--- src/rtl/cpu_pkg.sv ---
// Shared fetch/control definitions: FSM encoding, jump sentinel, default widths and decode opcodes.
// Pure declarations; no logic, no latency.
package cpu_pkg;

    localparam int DEF_ADDR_W  = 8;
    localparam int DEF_INSTR_W = 8;

    typedef enum logic [1:0] {
        S_BOOT  = 2'd0,
        S_FETCH = 2'd1,
        S_ISSUE = 2'd2
    } fetch_state_t;

    // The control unit drives all-ones to request a redirect; any other pattern is "not taken".
    localparam logic [7:0] JUMP_TAKEN = 8'hFF;

    localparam logic [3:0] OPCODE_J   = 4'b1000;
    localparam logic [3:0] OPCODE_JAL = 4'b1001;
    localparam logic [3:0] OPCODE_BEQ = 4'b1100;
    localparam logic [3:0] OPCODE_BNE = 4'b1101;

endpackage

--- src/rtl/fetch_unit.sv ---
// Instruction fetch: owns the PC, fetches over req/ack, issues one instruction at a time (>=2 cycles each).
// Backpressure: stall freezes the issued instruction; imem_req is held until imem_ack.
module fetch_unit
    import cpu_pkg::*;
#(
    parameter int                ADDR_W   = DEF_ADDR_W,
    parameter int                INSTR_W  = DEF_INSTR_W,
    parameter logic [ADDR_W-1:0] RESET_PC = '0
) (
    input  logic               clk,
    input  logic               rst,
    output logic               imem_req,
    output logic [ADDR_W-1:0]  imem_addr,
    input  logic               imem_ack,
    input  logic [INSTR_W-1:0] imem_rdata,
    input  logic [7:0]         jump,
    input  logic [ADDR_W-1:0]  jump_target,
    input  logic               stall,
    output logic [INSTR_W-1:0] instruction,
    output logic               instr_valid,
    output logic [ADDR_W-1:0]  pc
);

    fetch_state_t       r_state;
    fetch_state_t       w_state_nxt;
    logic [ADDR_W-1:0]  r_fetch_pc;
    logic [ADDR_W-1:0]  w_fetch_pc_nxt;
    logic [ADDR_W-1:0]  r_pc;
    logic [INSTR_W-1:0] r_instr;
    logic               w_load;

    always_comb begin
        w_state_nxt    = r_state;
        w_fetch_pc_nxt = r_fetch_pc;
        w_load         = 1'b0;
        case (r_state)
            // One idle cycle so an ack belonging to a fetch killed by reset is never captured.
            S_BOOT: w_state_nxt = S_FETCH;
            S_FETCH: begin
                if (imem_ack) begin
                    w_load         = 1'b1;
                    w_fetch_pc_nxt = r_fetch_pc + 1'b1;
                    w_state_nxt    = S_ISSUE;
                end
            end
            S_ISSUE: begin
                if (!stall) begin
                    w_state_nxt = S_FETCH;
                    if (jump == JUMP_TAKEN) begin
                        w_fetch_pc_nxt = jump_target;
                    end
                end
            end
            default: w_state_nxt = S_BOOT;
        endcase
    end

    always_ff @(posedge clk or posedge rst) begin
        if (rst) begin
            r_state    <= S_BOOT;
            r_fetch_pc <= RESET_PC;
            r_pc       <= RESET_PC;
            r_instr    <= '0;
        end else begin
            r_state    <= w_state_nxt;
            r_fetch_pc <= w_fetch_pc_nxt;
            if (w_load) begin
                r_instr <= imem_rdata;
                r_pc    <= r_fetch_pc;
            end
        end
    end

    assign imem_req    = (r_state == S_FETCH);
    assign imem_addr   = r_fetch_pc;
    assign instr_valid = (r_state == S_ISSUE);
    assign instruction = r_instr;
    assign pc          = r_pc;

endmodule

--- config.mk ---
export PLATFORM = sky130hd
export DESIGN_NAME = fetch_unit
export DESIGN_NICKNAME = d
export VERILOG_FILES = /design/src/rtl/cpu_pkg.sv /design/src/rtl/fetch_unit.sv
export SDC_FILE = /design/constraint.sdc
export NUM_CORES = 1
export LEC_CHECK = 0
export CAP_MARGIN = 10
export CORE_MARGIN = 5
export CORE_UTILIZATION = 35
export DETAILED_ROUTE_END_ITERATION = 6
export PLACE_DENSITY = 0.73
export SLEW_MARGIN = 20
export SYNTH_ARGS = -nofsm -noshare
export SYNTH_HDL_FRONTEND = slang
export SYNTH_SLANG_ARGS = --single-unit
--- constraint.sdc ---
create_clock -name clk -period 2.96 [get_ports clk]
set_input_delay 0.592 -clock clk [delete_from_list [all_inputs] [get_ports clk]]
set_output_delay 0.592 -clock clk [all_outputs]
set_load 0.01 [all_outputs]
After elaboration in Yosys (flattened, before gate mapping)
Index checks and enable logic that the tools add are counted.
- flip-flop bits (word level): 26
- logic and storage cells: 24
- input bits: 28
- $add $sub $neg: 1
- reduce and logical (&&, ||, !) cells: 4
- multiplexer cells: 9
- equal/unequal tests: 6
- operators with widths (operator ; count):
    2-to-1 mux 8 bit ; 3
    case mux 8 bit (2 select lines) ; 1
    adder 8 x 1 -> 8 bit, second input constant ; 1
    equality test 8 bit, second input constant ; 1
    case mux 2 bit (3 select lines) ; 1
    2-to-1 mux 2 bit ; 2
    inequality test 2 x 1 -> 1 bit, second input constant ; 2
    AND reduction 4 bit ; 1
    equality test 2 x 1 -> 1 bit, second input constant ; 1
    equality test 2 bit, second input constant ; 1
    logical NOT 2 bit ; 1
    2-to-1 mux 1 bit ; 2
    inequality test 2 bit, second input constant ; 1
    AND reduction 2 bit ; 1
    nonzero test 2 bit ; 1

Logic depth before layout (Yosys ltp)
- depth in word-level cells: 4
- depth in mapped cells: 6

Least setup slack after synthesis
No wires, ideal clock.
- kind: input -> register
- start point: input jump[7]
- end point: register r_fetch_pc[1], in the netlist imem_addr[1]
- path buffers: 0
- stages on the path: 3
- path slack: 1.316 ns
- library setup time: 0.125 ns
- required time: 2.835 ns
- data arrival time: 1.519 ns
- path through: nand4_1 o31a_4 mux2_4
- longest elaborated chain between the ends: 3
- RTL lines (what ; RTL line ; source):
    from (decl) ; fetch_unit.sv:16 ; input logic [7:0] jump,
    equality test 8 bit ; fetch_unit.sv:49 ; if (jump == JUMP_TAKEN) begin
    inequality test 2 x 1 -> 1 bit (no source line) ; n/a ;
    AND reduction 4 bit (no source line) ; n/a ;
    to (signal assigned) ; fetch_unit.sv:66 ; r_fetch_pc <= w_fetch_pc_nxt;
    to (decl) ; fetch_unit.sv:26 ; logic [ADDR_W-1:0] r_fetch_pc;
Every way passes these cells.
A chain may end at the register's enable or synchronous reset.

Worst setup path in the final report
- start point: register r_state[1]
- end point: output instr_valid
- longest elaborated chain between the ends: 1
- RTL lines (what ; RTL line ; source):
    from (decl) ; fetch_unit.sv:24 ; fetch_state_t r_state;
    from (signal assigned) ; fetch_unit.sv:65 ; r_state <= w_state_nxt;
    equality test 2 bit ; fetch_unit.sv:76 ; assign instr_valid = (r_state == S_ISSUE);
    to (decl) ; fetch_unit.sv:20 ; output logic instr_valid,
Every way passes these cells.

==> impl_metrics.tcl <==
set metrics [dict create \
    vias 1210 \
    place_area_um2 1890 \
    antenna_left 0 \
    cts_buffers 3 \
    cts_tree "done" \
    period_minus_slack_ns 2.57 \
    r2r_start "r_state[1]$_DFFE_PP0P_" \
    postCtsHoldBufs 0 \
    cts_max_level 1 \
    dieWidth_um 71.6 \
    seqCellArea_um2 651 \
    grt_use_total_pct 13.2 \
    syn_to_final_growth_pct 47.4 \
    syn_inst 136 \
    wl_per_cell_um 14.5 \
    avgSynthCellArea_um2 9.76 \
    io_pins 54 \
    slew_violations 0 \
    synth.distinct_cells 28 \
    core_area_um2 3660 \
    multi_input_area_um2 614 \
    cp.arrival_ns 1.98 \
    fp.dieArea_um2 5120 \
    final_cell_mix "clkdlybuf4s50_1 (53), nand2_1 (48), dfrtp_1 (26), o211ai_1 (9)" \
    post-cts-setup-buffers 0 \
    io_buffer_count 53 \
    drt_iter0_markers 36 \
    timing.fmax_ghz 0.389 \
    seq_area_frac_synth_pct 49.0 \
    slew_headroom_pct 66.3 \
    crit_chain "nand2b_1 -> inv_2 -> clkdlybuf4s50_1" \
    cp_max_fo 12 \
    clockBufferDepth 2 \
    required_ns 2.37 \
    cap_violations 0 \
    ys_warn_count 0 \
    status "completed" \
    clockRootBuffer "clkbuf_8" \
    syn_area_um2 1330 \
    nets 218 \
    clkLatencyLatePin_ns 0.26 \
    clock_skew_ns 0.00362 \
    start_util_pct 36.3 \
    drt_pre_antenna_iters 4 \
    grt_antenna_before_repair 0 \
    design_area_um2 1960 \
    cts_resized 0 \
    worstSetupStartpoint "r_state[1]$_DFFE_PP0P_" \
    cp_slowest_cell "dfrtp_1" \
    synth_top_area_share_pct 49.0 \
    dp_hpwl_um 2640 \
    vdd_ir_drop_max_mv 0.391 \
    grt_pass1_wl_um 5420 \
    cellPowerDensity_nw_per_um2 1020 \
    finalSetupViolCount 0 \
    rows 22 \
    placed_cells 232 \
    layout-drive-gt1-share_pct 6.91 \
    totalNegativeSetupSlack_ns 0 \
    rsz0062_at_grt "false" \
    drc 0 \
    antenna_cells 0 \
    end_kind "output port" \
    hold_class "register to register" \
    finalPower_mw 1.99 \
    synthesis.nets 165 \
    grt_pass1_vias 1168 \
    fillCellCount 331 \
    gp_congestion 0.819 \
    vias_per_cell 5.13 \
    die_y_um 71.6 \
    path_clk_slew_ns 0.09 \
    post-route-period-util_pct 86.8 \
    ys_ff_latch 26 \
    hold_viol 0 \
    fin_cells 236 \
    leakagePower_nw 0.869 \
    cp-start-kind "register" \
    tightest_slew_ns 0.502 \
    synth_area_leaders "dfrtp_1 (49%), nand2_1 (14%), o211ai_1 (5.1%), o311ai_0 (4.6%), nand3b_1 (3.4%)" \
    grt_max_degree 27 \
    yosysTopAreaCell "dfrtp_1" \
    cts_sinks 26 \
    final_common_cell "clkdlybuf4s50_1" \
    drt-total-wl_um 3420 \
    worstSetupPathType "register to output port" \
    max_stage_delay_ns 0.57 \
    overflow 0 \
    hold_start "instruction[3]$_DFFE_PP0P_" \
]
==> final cells by class <==
type	count	share of cell area [%]
repair buffers	55	27.9
well taps	48	3.07
clock buffers	3	2.11
inverters	4	0.767
clock inverters	1	1.53
multi-input cells	99	31.4
flip-flops and latches	26	33.2
==> layer usage <==
layer,global-route usage (%),up-vias,wire length (µm),share of wire (%)
met2,20.7,55,1640,48
met4,8.14,0,64,1.9
met3,2.81,6,294,8.6
met5,0,-,0,0
li1,-,593,-,-
met1,16.5,556,1420,42
==> cell families after synthesis <==
family                     share of synthesized area (%)
DFF                                                 49.0
adders and majority gates                          0.942
muxes                                               2.73
and+or+nand+nor                                     25.5
buffers and inverters                               4.71
AOI/OAI and AO/OA                                   17.1
==> stage by stage <==
stage	hold WS [ns]	setup WS (ns)	utilization [%]
global placement	0.456	0.754	51.5
global route	0.512	0.276	53.5
detailed placement	0.464	0.707	51.5
CTS	0.485	0.406	53.5
finish	0.482	0.391	53.5
floorplan	0.511	1.32	-
==> synthesized netlist by cell type, drive strengths merged <==
| cell | count |
|---|---|
| nand4bb | 1 |
| nor2b | 2 |
| o31a | 3 |
| nand3b | 7 |
| nand2b | 1 |
| o211ai | 9 |
| nand3 | 7 |
| o21ai | 2 |
| o311a | 1 |
| mux2 | 2 |
| clkbuf | 2 |
| buf | 5 |
| a21o | 1 |
| inv | 4 |
| nand2 | 48 |
| nand4 | 2 |
| o41a | 3 |
| mux2i | 1 |
| ha | 1 |
| and3b | 1 |
| o311ai | 7 |
| dfrtp | 26 |
==> report_power, final <==
part           internal (mW)  switching, mW  total, mW
clock                  0.181          0.108      0.288
combinational          0.554          0.447       1.00
sequential             0.522          0.179      0.702
==> sequential cells by signal, summed over array words and instances (netlist names) <==
| register | cells |
|---|---|
| imem_addr | 8 |
| instruction | 8 |
| pc | 8 |
| r_state | 2 |
==> worst paths after layout <==
kind / end / slack [ns] / depth (start not counted)
worst max register to register: imem_addr[1]$_DFFE_PP0P_ / 1.09 / 4
worst min-delay path: instruction[3]$_DFFE_PP0P_ / 0.48 / 2
max in group asynchronous: instruction[4]$_DFFE_PP0P_ / 2.04 / 3
worst min register to register: instruction[3]$_DFFE_PP0P_ / 0.48 / 2
min in group asynchronous: instruction[7]$_DFFE_PP0P_ / 0.67 / 3
worst max-delay path: instr_valid / 0.39 / 3
==> worst max-delay path: cells and delay by family, from the launching register on <==
kind,cells,cell delay (ns)
simple gates,1,0.33
flops,1,0.57
buf+inv,2,0.82
No activity file was read; power rests on OpenSTA's default activity.
